$ cat config.mk
export PLATFORM = sky130hd
export DESIGN_NAME = unit_control
export DESIGN_NICKNAME = d
export VERILOG_FILES = /design/src/rtl/unit_control.sv
export SDC_FILE = /design/constraint.sdc
export NUM_CORES = 1
export LEC_CHECK = 0
export CELL_PAD_IN_SITES_DETAIL_PLACEMENT = 0
export CELL_PAD_IN_SITES_GLOBAL_PLACEMENT = 2
export CORE_ASPECT_RATIO = 1.25
export CORE_UTILIZATION = 25
export DETAILED_ROUTE_END_ITERATION = 7
export HOLD_SLACK_MARGIN = 0.03
export PLACE_DENSITY = 0.72
export SETUP_SLACK_MARGIN = 0.15
export SLEW_MARGIN = 5
export SYNTH_ARGS = -nofsm -noshare
export SYNTH_HDL_FRONTEND = slang
export SYNTH_SLANG_ARGS = --single-unit
$ cat constraint.sdc
create_clock -name clk -period 3.9 [get_ports clk]
set_clock_uncertainty 0.05 [all_clocks]
set_input_delay 0.39 -clock clk [delete_from_list [all_inputs] [get_ports clk]]
set_output_delay 0.39 -clock clk [all_outputs]
set_load 0.05 [all_outputs]
$ cat src/rtl/unit_control.sv
// -----------------------------------------------------------------------------
// unit_control -- multicycle main control FSM for the Core Musa datapath.
//
// Walks every instruction through IF/ID/EX and then, depending on the opcode,
// MEM and/or WB before returning to IF. The opcode is captured on the ID->EX
// edge, and all decode after that point uses the captured copy.
//
// Ports:
//   clk       rising-edge clock
//   reset     asynchronous, active-high reset
//   opcode    6-bit opcode from the instruction register
//   stage     current stage: 000 IF, 001 ID, 010 EX, 011 MEM, 100 WB
//   pcSrc     PC source: 00 PC+4, 01 branch, 10 jump, 11 stack (return)
//   PCWrite   PC write strobe, one cycle in the final stage of each instruction
//   regDst    1 = rd destination, 0 = rt destination
//   aluSrc    ALU B operand: 00 reg, 01 sign-ext imm, 10 zero-ext imm
//   aluOp     00 add, 01 subtract, 10 funct field, 11 logic op by opcode
//   memRead   data memory read strobe (MEM only)
//   memWrite  data memory write strobe (MEM only)
//   memToReg  write-back data from memory (1) or ALU (0)
//   regWrite  register file write strobe (WB only)
//   push      stack push strobe (MEM only)
//   pop       stack pop strobe (MEM only)
// -----------------------------------------------------------------------------
module unit_control (
  input  logic       clk,
  input  logic       reset,
  input  logic [5:0] opcode,
  output logic [2:0] stage,
  output logic [1:0] pcSrc,
  output logic       PCWrite,
  output logic       regDst,
  output logic [1:0] aluSrc,
  output logic [1:0] aluOp,
  output logic       memRead,
  output logic       memWrite,
  output logic       memToReg,
  output logic       regWrite,
  output logic       push,
  output logic       pop
);

  typedef enum logic [2:0] {
    stIf  = 3'b000,
    stId  = 3'b001,
    stEx  = 3'b010,
    stMem = 3'b011,
    stWb  = 3'b100
  } stageT;

  localparam logic [5:0] opRtype  = 6'b000000;
  localparam logic [5:0] opRext   = 6'b011100;
  localparam logic [5:0] opAddi   = 6'b001000;
  localparam logic [5:0] opAddiu  = 6'b001001;
  localparam logic [5:0] opAndi   = 6'b001100;
  localparam logic [5:0] opOri    = 6'b001101;
  localparam logic [5:0] opLw     = 6'b100011;
  localparam logic [5:0] opSw     = 6'b101011;
  localparam logic [5:0] opBeq    = 6'b000100;
  localparam logic [5:0] opBne    = 6'b000101;
  localparam logic [5:0] opJmp    = 6'b000010;
  localparam logic [5:0] opCall   = 6'b000011;
  localparam logic [5:0] opPush   = 6'b010001;
  localparam logic [5:0] opPop    = 6'b000001;
  localparam logic [5:0] opRet    = 6'b000111;

  // Per-opcode settings: which optional stages follow EX, plus the controls.
  typedef struct packed {
    logic       hasMem;
    logic       hasWb;
    logic [1:0] pcSrc;
    logic       regDst;
    logic [1:0] aluSrc;
    logic [1:0] aluOp;
    logic       memToReg;
    logic       memRead;
    logic       memWrite;
    logic       push;
    logic       pop;
  } ctrlT;

  function automatic ctrlT decodeOp(input logic [5:0] op);
    ctrlT c;
    c = '0;
    case (op)
      opRtype, opRext: begin
        c.hasWb = 1'b1; c.regDst = 1'b1; c.aluOp = 2'b10;
      end
      opAddi, opAddiu: begin
        c.hasWb = 1'b1; c.aluSrc = 2'b01;
      end
      opAndi, opOri: begin
        c.hasWb = 1'b1; c.aluSrc = 2'b10; c.aluOp = 2'b11;
      end
      opLw: begin
        c.hasMem = 1'b1; c.hasWb = 1'b1; c.aluSrc = 2'b01;
        c.memRead = 1'b1; c.memToReg = 1'b1;
      end
      opSw: begin
        c.hasMem = 1'b1; c.aluSrc = 2'b01; c.memWrite = 1'b1;
      end
      opBeq, opBne: begin
        c.aluOp = 2'b01; c.pcSrc = 2'b01;
      end
      opJmp:  c.pcSrc = 2'b10;
      opCall: begin
        c.hasMem = 1'b1; c.push = 1'b1; c.memWrite = 1'b1; c.pcSrc = 2'b10;
      end
      opPush: begin
        c.hasMem = 1'b1; c.push = 1'b1; c.memWrite = 1'b1;
      end
      opPop: begin
        c.hasMem = 1'b1; c.hasWb = 1'b1; c.pop = 1'b1;
        c.memRead = 1'b1; c.memToReg = 1'b1;
      end
      opRet: begin
        c.hasMem = 1'b1; c.pop = 1'b1; c.memRead = 1'b1; c.pcSrc = 2'b11;
      end
      default: c = '0;  // NOP: IF, ID, EX with everything at zero
    endcase
    return c;
  endfunction

  stageT      stageQ;
  stageT      nextStage;
  logic [5:0] opLatch;
  logic [5:0] curOp;
  ctrlT       dec;

  logic [1:0] nxPcSrc;
  logic       nxPCWrite;
  logic       nxRegDst;
  logic [1:0] nxAluSrc;
  logic [1:0] nxAluOp;
  logic       nxMemRead;
  logic       nxMemWrite;
  logic       nxMemToReg;
  logic       nxRegWrite;
  logic       nxPush;
  logic       nxPop;

  // Outputs are registered, so they are computed for the stage being entered.
  // On the ID->EX edge the latch is only just loading, so decode looks at the
  // live opcode there; everywhere else it uses the captured copy.
  always_comb begin
    // NOTE: every always_comb output gets a default first so no path can
    // leave it unassigned and infer a latch.
    curOp      = (stageQ == stId) ? opcode : opLatch;
    dec        = decodeOp(curOp);
    nextStage  = stIf;
    nxPcSrc    = 2'b00;
    nxPCWrite  = 1'b0;
    nxRegDst   = 1'b0;
    nxAluSrc   = 2'b00;
    nxAluOp    = 2'b00;
    nxMemRead  = 1'b0;
    nxMemWrite = 1'b0;
    nxMemToReg = 1'b0;
    nxRegWrite = 1'b0;
    nxPush     = 1'b0;
    nxPop      = 1'b0;

    case (stageQ)
      stIf:    nextStage = stId;
      stId:    nextStage = stEx;
      stEx:    nextStage = dec.hasMem ? stMem : (dec.hasWb ? stWb : stIf);
      stMem:   nextStage = dec.hasWb ? stWb : stIf;
      default: nextStage = stIf;  // WB and the unused codes 101..111
    endcase

    if (nextStage == stEx || nextStage == stMem || nextStage == stWb) begin
      nxPcSrc    = dec.pcSrc;
      nxRegDst   = dec.regDst;
      nxAluSrc   = dec.aluSrc;
      nxAluOp    = dec.aluOp;
      nxMemToReg = dec.memToReg;
    end

    if (nextStage == stMem) begin
      nxMemRead  = dec.memRead;
      nxMemWrite = dec.memWrite;
      nxPush     = dec.push;
      nxPop      = dec.pop;
    end

    nxRegWrite = (nextStage == stWb);

    // The stage being entered is the last one when nothing follows it.
    case (nextStage)
      stEx:    nxPCWrite = !dec.hasMem && !dec.hasWb;
      stMem:   nxPCWrite = !dec.hasWb;
      stWb:    nxPCWrite = 1'b1;
      default: nxPCWrite = 1'b0;
    endcase
  end

  // NOTE: sequential state uses non-blocking assignments only, so every
  // register samples the pre-edge values regardless of statement order.
  always_ff @(posedge clk or posedge reset) begin
    if (reset) begin
      stageQ   <= stIf;
      opLatch  <= 6'b000000;
      pcSrc    <= 2'b00;
      PCWrite  <= 1'b0;
      regDst   <= 1'b0;
      aluSrc   <= 2'b00;
      aluOp    <= 2'b00;
      memRead  <= 1'b0;
      memWrite <= 1'b0;
      memToReg <= 1'b0;
      regWrite <= 1'b0;
      push     <= 1'b0;
      pop      <= 1'b0;
    end else begin
      stageQ   <= nextStage;
      if (stageQ == stId) opLatch <= opcode;
      pcSrc    <= nxPcSrc;
      PCWrite  <= nxPCWrite;
      regDst   <= nxRegDst;
      aluSrc   <= nxAluSrc;
      aluOp    <= nxAluOp;
      memRead  <= nxMemRead;
      memWrite <= nxMemWrite;
      memToReg <= nxMemToReg;
      regWrite <= nxRegWrite;
      push     <= nxPush;
      pop      <= nxPop;
    end
  end

  assign stage = stageQ;

endmodule

==> results.py, run 1 <==
metrics = {
    "sta": {
        "max_slew_margin_pct": 43.8,
        "fin_crit_ps": 2800,
        "tns_ps": 0,
        "finalSetupViolations": 0,
        "timing.final.crit_share_pct": 71.7,
        "hold_viol": 0,
        "whs_ps": 538,
        "tightest_slew_ps": 843,
        "setup_ws_ps": 1100,
        "fmax_ghz": 0.358,
        "report.final.slew_viol_count": 0,
        "rsz0062_at_grt": "no",
    },
    "cells_and_area": {
        "drive_above_1_share_pct": 9.09,
        "most-common-layout-cells": "24 x clkdlybuf4s50_1, 23 x dfrtp_1, 13 x nor2_1",
        "area_delta_synth_final_pct": 25.4,
        "seq_area_um2": 576,
        "final_common_cell": "clkdlybuf4s50_1",
        "fin_area_um2": 1630,
        "multi_input_area_um2": 632,
        "num_antenna_cells": 0,
        "final_util_pct": 33.4,
        "finalNonFillerCells": 225,
        "final_nets": 174,
        "num-fill-cells": 517,
    },
    "clock_tree": {
        "postCtsSetupBuffers": 0,
        "clk_pin_slew_ps": 80,
        "numCtsBuffers": 3,
        "cts-hold-fix-buffers": 0,
        "htreeDepth": 1,
        "cts_max_path_buffers": 2,
        "cts_tree": "built",
        "cts-root-buf": "clkbuf_8",
        "worstSkewPairLatency_ps": 260,
        "cts_resized": 0,
        "cts.sinks": 23,
    },
    "synthesis": {
        "synth_cell_types": 43,
        "yosys_warnings": 0,
        "ys_async_sr_fraction_pct": 100,
        "synth_fp_nets": 152,
        "synthCells": 144,
        "synthFlopType": "dfrtp_1",
        "synth_area_um2": 1300,
        "syn_area_per_cell_um2": 9.00,
        "ys_ff_latch": 23,
        "ys_seq_area_share_pct": 44.4,
        "synth-edff-count": 0,
    },
    "power": {
        "finalPower_mw": 1.38,
        "clkPwrFrac_pct": 10.7,
        "intPower_uw": 659,
        "p_sw_share_pct": 52.2,
        "p_leak_nw": 0.686,
        "seqPwrFrac_pct": 30.6,
        "peakVddDrop_mv": 0.517,
        "net-switching-power_uw": 720,
        "comb_power_share_pct": 58.7,
        "powerDensity_nw_per_um2": 848,
    },
    "critical_path": {
        "critPathMaxStageDelay_ps": 480,
        "start_kind": "flop",
        "cp-end-kind": "flop",
        "crit_type": "reg2reg",
        "crit_family": "simple AND/OR/NAND/NOR gates",
        "path_buf_inv": 2,
        "cp_slowest_cell": "dfrtp_1",
        "crit_arrival_ps": 2900,
        "worstPathMaxFanout": 11,
        "crit_required_ps": 4010,
        "crit_chain": "nor3b_4 -> buf_4 -> mux2i_2 -> inv_2 -> o32ai_2 -> a211oi_2 -> nor4b_1",
    },
    "global_route": {
        "grt_max_degree": 24,
        "grt.total_usage_pct": 13.9,
        "grt_pass1_vias": 1107,
        "antenna_found_initial": 0,
        "grt_pass1_wl_um": 5700,
        "overflow": 0,
    },
    "placed_design": {
        "pre_cts_ws_ps": 1110,
        "placed_area_um2": 1580,
        "place_inst": 221,
        "numPortBuffers": 24,
        "place.gp.congestion": 0.870,
        "hpwlAfterDp_um": 2610,
    },
    "floorplanning": {
        "die_h_um": 82.5,
        "die_area_um2": 5480,
        "core_um2": 4870,
        "start_util_pct": 26.6,
        "io_pins": 25,
        "die_x_um": 66.4,
        "rows": 28,
    },
    "routing": {
        "vias": 1137,
        "antenna_left": 0,
        "drtPass1Iterations": 5,
        "vias_per_cell": 5.05,
        "wl_per_cell_um": 15.4,
        "drt_wl_total_um": 3470,
        "drc": 0,
        "drt_iter0_markers": 54,
    },
    "worst_hold_path": {
        "hp-class": "in2async",
    },
    "status": {
        "status": "completed",
    },
    "job": {
        "cap_viol_max_count": 0,
    },
}
[cell families after synthesis]
| kind of cell | share of synthesized area (%) |
|---|---|
| AOI/OAI and AO/OA | 19.4 |
| and+or+nand+nor | 23.4 |
| xor gates and xnor gates | 3.38 |
| muxes | 2.61 |
| buffers and inverters | 6.85 |
| DFF | 44.4 |
[state kept, by name, indices dropped and copies added, names as in the netlist]
| signal | flops |
|---|---|
| opLatch | 6 |
| stage | 3 |
| aluOp | 2 |
| aluSrc | 2 |
| pcSrc | 2 |
| PCWrite | 1 |
| memRead | 1 |
| memToReg | 1 |
| memWrite | 1 |
| pop | 1 |
| push | 1 |
| regDst | 1 |
| regWrite | 1 |
[layout make-up]
class	instances	share of cell area, %
flip-flops and latches	23	35.4
well taps	60	4.62
repair buffers	25	15.2
multi-input cells	100	38.9
clock buffers	3	2.54
inverters	13	3.00
clock inverters	1	0.308
[worst register-to-register path, stage by stage (launching register included)]
cell and delay [ps]:
dfrtp_1 480, nor3b_4 430, buf_4 270, mux2i_2 470, inv_2 130, o32ai_2 430, a211oi_2 130, nor4b_1 300
[synth_stat cells (all sizes together) (2+ instances only)]
library cell,instances,share of area (%)
dfrtp,23,44
inv,13,3.8
nor2,13,3.8
a21oi,12,4.6
nor3,12,4.6
nand2,11,3.2
clkbuf,5,1.4
o21ai,5,1.9
a211oi,4,2.7
a31oi,4,1.9
nand3,4,1.9
buf,3,1.6
mux2i,3,2.6
nor4,3,1.9
xor2,3,2.0
a211o,2,1.4
and3,2,0.97
nand2b,2,0.97
nor3b,2,2.0
nor4b,2,1.4
o211ai,2,1.5
xnor2,2,1.4
[power groups by stage]
stage               clock, mW  sequential (mW)  combinational, mW
CTS                     0.156            0.419              0.811
floorplan                   0            0.514              0.496
finish                  0.148            0.421              0.809
global route            0.161            0.434              0.876
global placement            0            0.424              0.821
detailed placement          0            0.423              0.807
[layer usage]
| metal | global-route usage [%] | share of wire, % | up-vias |
|---|---|---|---|
| met5 | 0 | 0 | - |
| met2 | 25.0 | 51 | 30 |
| met3 | 1.79 | 3.0 | 6 |
| li1 | - | - | 556 |
| met1 | 16.8 | 44 | 545 |
| met4 | 4.89 | 1.6 | 0 |
[final timing paths]
path / start / to / slack [ps] / depth (start not counted)
setup / recovery: stage[1] / aluOp[0] / 1100 / 7
hold / removal: reset / memRead / 540 / 2
setup reg to reg: stage[1] / aluOp[0] / 1100 / 7
hold reg to reg: stage[2] / stage[1] / 540 / 1
max in group asynchronous: reset / stage[2] / 2730 / 2
min in group clk: stage[2] / stage[1] / 540 / 1
Power figures use the tool's default switching activity.
==> run 2, diff against run 1 <==
- clock period: 3.9 -> 2.7 ns (I/O delays scaled with it)
==> results.py, run 2 (synthesis gave the netlist of run 1 again) <==
metrics = {
    "clock_tree": {
        "cts_max_path_buffers": 2,
        "postCtsSetupBuffers": 0,
        "cts-hold-fix-buffers": 0,
        "numCtsBuffers": 3,
        "cts_tree": "built",
        "clk_pin_slew_ps": 90,
        "cts_resized": 0,
        "htreeDepth": 1,
        "cts-root-buf": "clkbuf_8",
        "worstSkewPairLatency_ps": 270,
        "cts.sinks": 23,
    },
    "cells_and_area": {
        "drive_above_1_share_pct": 11.2,
        "final_nets": 178,
        "area_delta_synth_final_pct": 27.7,
        "num_antenna_cells": 0,
        "largest_reg_flops": 6,
        "most-common-layout-cells": "24 x clkdlybuf4s50_1, 23 x dfrtp_1, 13 x nor2_1",
        "regMostFlops": "opLatch",
        "final_common_cell": "clkdlybuf4s50_1",
    },
    "job": {
        "cap_viol_max_count": 0,
    },
    "sta": {
        "timing.final.crit_share_pct": 87.0,
        "tightest_slew_ps": 855,
        "fmax_ghz": 0.426,
        "setup_ws_ps": 352,
        "rsz0062_at_grt": "no",
        "report.final.slew_viol_count": 0,
        "tns_ps": 0,
        "finalSetupViolations": 0,
        "max_slew_margin_pct": 42.9,
        "hold_viol": 0,
        "fin_crit_ps": 2350,
    },
    "placed_design": {
        "numPortBuffers": 24,
        "hpwlAfterDp_um": 2650,
        "place.gp.congestion": 0.829,
        "pre_cts_ws_ps": 203,
    },
    "global_route": {
        "grt_pass1_vias": 1132,
        "grt_pass1_wl_um": 5760,
        "overflow": 0,
        "antenna_found_initial": 0,
        "grt.total_usage_pct": 14.2,
        "grt_max_degree": 24,
    },
    "floorplanning": {
        "die_x_um": 66.4,
        "rows": 28,
        "io_pins": 25,
        "core_um2": 4870,
        "die_area_um2": 5480,
        "start_util_pct": 26.6,
        "die_h_um": 82.5,
    },
    "routing": {
        "wl_per_cell_um": 15.4,
        "vias_per_cell": 5.11,
        "vias": 1170,
        "antenna_left": 0,
        "drtPass1Iterations": 4,
        "drt_iter0_markers": 33,
        "drt_wl_total_um": 3520,
        "drc": 0,
    },
    "critical_path": {
        "worstRegToRegCells": 5,
        "cp-end-kind": "flop",
        "crit_type": "reg2reg",
        "worstPathMaxFanout": 9,
        "reg2reg_slack_ps": 350,
        "crit_required_ps": 2770,
        "reg2reg_from": "stage[1]",
        "r2r-end": "aluSrc[0]",
        "crit_arrival_ps": 2420,
        "start_kind": "flop",
    },
    "power": {
        "peakVddDrop_mv": 0.580,
        "p_leak_nw": 0.705,
        "powerDensity_nw_per_um2": 1230,
    },
    "worst_hold_path": {
        "hp-class": "in2async",
    },
    "status": {
        "status": "completed",
    },
}
[run 2: how the worst max path moves through the flow]
stage / start / end / slack, ps
final: stage[1] / aluSrc[0] / 350
after detailed placement: opcode[1] / aluOp[0] / 200
after floorplan: stage[0] / aluOp[0] / 320
after CTS: stage[0] / aluOp[0] / 310
after global routing: stage[1] / aluSrc[0] / 230
after global placement: opcode[1] / push / 280
[run 2: cell type report]
| cell class | count | area, µm² |
|---|---|---|
| clock buffer | 3 | 41.3 |
| tap | 60 | 75.1 |
| fill | 492 | 3210 |
| sequential | 23 | 576 |
| clock inverter | 1 | 5.00 |
| timing repair buffer | 29 | 278 |
| inverter | 13 | 48.8 |
| multi-input combinational | 100 | 632 |
[run 2: where the power goes]
group / total [mW] / internal [mW] / leakage (nW) / switching [mW]
Combinational: 1.21 / 0.438 / 0.376 / 0.774
Clock: 0.221 / 0.103 / 0.0255 / 0.118
Sequential: 0.601 / 0.448 / 0.304 / 0.153
[run 2: critical path, cell delays in order, from the launching register on]
cell	delay [ps]
dfrtp_1	480
or3b_1	590
a31oi_1	420
o32ai_2	220
a211oi_2	330
nor3_1	120
[run 2: per-layer routing]
layer  up-vias  wire (µm)  track usage (%)
li1        563          -                -
met1       570       1590             19.3
met2        33       1720             23.5
met3         4        170             2.20
met4         0         37             3.83
met5         -          0                0
[run 2: metrics by stage]
stage / utilization (%) / power, mW / instances / instance area, µm² / hold WS, ps
finish: 34.0 / 2.03 / 229 / 1660 / 429
global route: 34.0 / 2.17 / 229 / 1660 / 522
CTS: 34.0 / 2.04 / 229 / 1660 / 482
detailed placement: 33.0 / 1.82 / 225 / 1610 / 525
global placement: 33.0 / 1.84 / 225 / 1610 / 529
floorplan: - / 1.46 / 144 / 1300 / 222
==> run 3, diff against run 2 <==
- CAP_MARGIN: not set -> 40
==> results.py, run 3 (synthesis gave the netlist of run 1 again) <==
metrics = {
    "global_route": {
        "antenna_found_initial": 0,
        "grt.total_usage_pct": 13.8,
        "grt_pass1_wl_um": 5640,
        "grt_pass1_vias": 1123,
        "grt_max_degree": 20,
        "overflow": 0,
    },
    "power": {
        "peakVddDrop_mv": 0.567,
        "p_leak_nw": 0.715,
        "powerDensity_nw_per_um2": 1200,
    },
    "status": {
        "status": "completed",
    },
    "cells_and_area": {
        "regMostFlops": "opLatch",
        "drive_above_1_share_pct": 11.2,
        "largest_reg_flops": 6,
        "final_nets": 179,
        "most-common-layout-cells": "24 x clkdlybuf4s50_1, 23 x dfrtp_1, 13 x nor2_1",
        "area_delta_synth_final_pct": 29.7,
        "finalNonFillerCells": 230,
        "final_common_cell": "clkdlybuf4s50_1",
        "final_util_pct": 34.5,
        "num_antenna_cells": 0,
        "num-fill-cells": 488,
    },
    "routing": {
        "vias": 1170,
        "drtPass1Iterations": 4,
        "drc": 0,
        "drt_iter0_markers": 20,
        "antenna_left": 0,
        "wl_per_cell_um": 15.0,
        "vias_per_cell": 5.09,
        "drt_wl_total_um": 3440,
    },
    "sta": {
        "tns_ps": 0,
        "fin_crit_ps": 2380,
        "timing.final.crit_share_pct": 88.1,
        "fmax_ghz": 0.420,
        "rsz0062_at_grt": "no",
        "report.final.slew_viol_count": 0,
        "tightest_slew_ps": 596,
        "hold_viol": 0,
        "max_slew_margin_pct": 60.0,
        "finalSetupViolations": 0,
    },
    "floorplanning": {
        "io_pins": 25,
        "core_um2": 4870,
        "die_area_um2": 5480,
        "start_util_pct": 26.6,
        "rows": 28,
        "die_x_um": 66.4,
        "die_h_um": 82.5,
    },
    "critical_path": {
        "crit_type": "reg2reg",
        "cp-end-kind": "flop",
        "worstPathMaxFanout": 8,
        "crit_chain": "nor3b_4 -> mux2i_2 -> inv_2 -> o32ai_2 -> a211oi_2 -> nor4b_1",
        "crit_arrival_ps": 2480,
        "r2r-end": "aluOp[0]",
        "critPathMaxStageDelay_ps": 480,
        "reg2reg_from": "stage[0]",
        "path_buf_inv": 1,
        "reg2reg_slack_ps": 320,
        "start_kind": "flop",
        "worstRegToRegCells": 6,
        "cp_slowest_cell": "dfrtp_1",
        "crit_required_ps": 2800,
        "crit_family": "simple AND/OR/NAND/NOR gates",
    },
    "clock_tree": {
        "htreeDepth": 1,
        "postCtsSetupBuffers": 0,
        "numCtsBuffers": 3,
        "cts_resized": 0,
        "cts-hold-fix-buffers": 0,
        "clk_pin_slew_ps": 80,
        "cts.sinks": 23,
        "cts_tree": "built",
        "worstSkewPairLatency_ps": 260,
        "cts-root-buf": "clkbuf_8",
        "cts_max_path_buffers": 2,
    },
    "worst_hold_path": {
        "hp-class": "in2async",
    },
    "placed_design": {
        "hpwlAfterDp_um": 2700,
        "place_inst": 226,
        "numPortBuffers": 24,
        "place.gp.congestion": 0.829,
    },
    "job": {
        "cap_viol_max_count": 0,
    },
}
-- run 3: cell count changes in the layout (fill, tap and decap cells not counted), sizes merged --
cell / previous run / this run
clkbuf: 3 / 4
clkinv: 1 / 0
buf: 5 / 6
-- run 3: cell type report --
class | count | area, µm² | share of cell area, %
Multi-Input combinational cell | 100 | 632 | 37.6
Sequential cell | 23 | 576 | 34.2
Timing Repair Buffer | 30 | 305 | 18.2
Tap cell | 60 | 75.1 | 4.46
Inverter | 13 | 48.8 | 2.90
Clock buffer | 4 | 45.0 | 2.68
-- run 3: metal layers --
layer,up-vias,part of all wire (%),routed length [µm],global-route usage (%)
met5,-,0,0,0
met4,0,0.17,6,2.55
met3,2,5.4,187,2.06
met2,35,51,1750,24.1
met1,566,44,1500,18.1
li1,567,-,-,-
-- run 3: worst max path at each step --
stage          cells after the start        to  slack [ps]      start
5_1_grt                            6  aluOp[0]         220   stage[0]
6_report                           6  aluOp[0]         320   stage[0]
4_1_cts                            6  aluOp[0]         300   stage[0]
3_3_place_gp                       7      push         280  opcode[1]
3_5_place_dp                       7  aluOp[0]         210  opcode[1]
2_1_floorplan                      6  aluOp[0]         320   stage[0]
-- run 3: where the power goes --
part | internal (mW) | switching (mW) | leakage (nW)
sequential | 0.448 | 0.153 | 0.304
combinational | 0.442 | 0.777 | 0.388
clock | 0.105 | 0.102 | 0.0228
total | 0.994 | 1.03 | 0.715
-- run 3: metrics by stage --
step                      power (mW)  hold slack, ps  cell area [µm²]  worst slack [ps]
after floorplan                 1.46             222             1300               319
after global placement          1.84             529             1610               281
after detailed placement        1.82             486             1640               208
after CTS                       2.03             209             1680               301
after global routing            2.17             225             1680               219
final                           2.03             201             1680               321
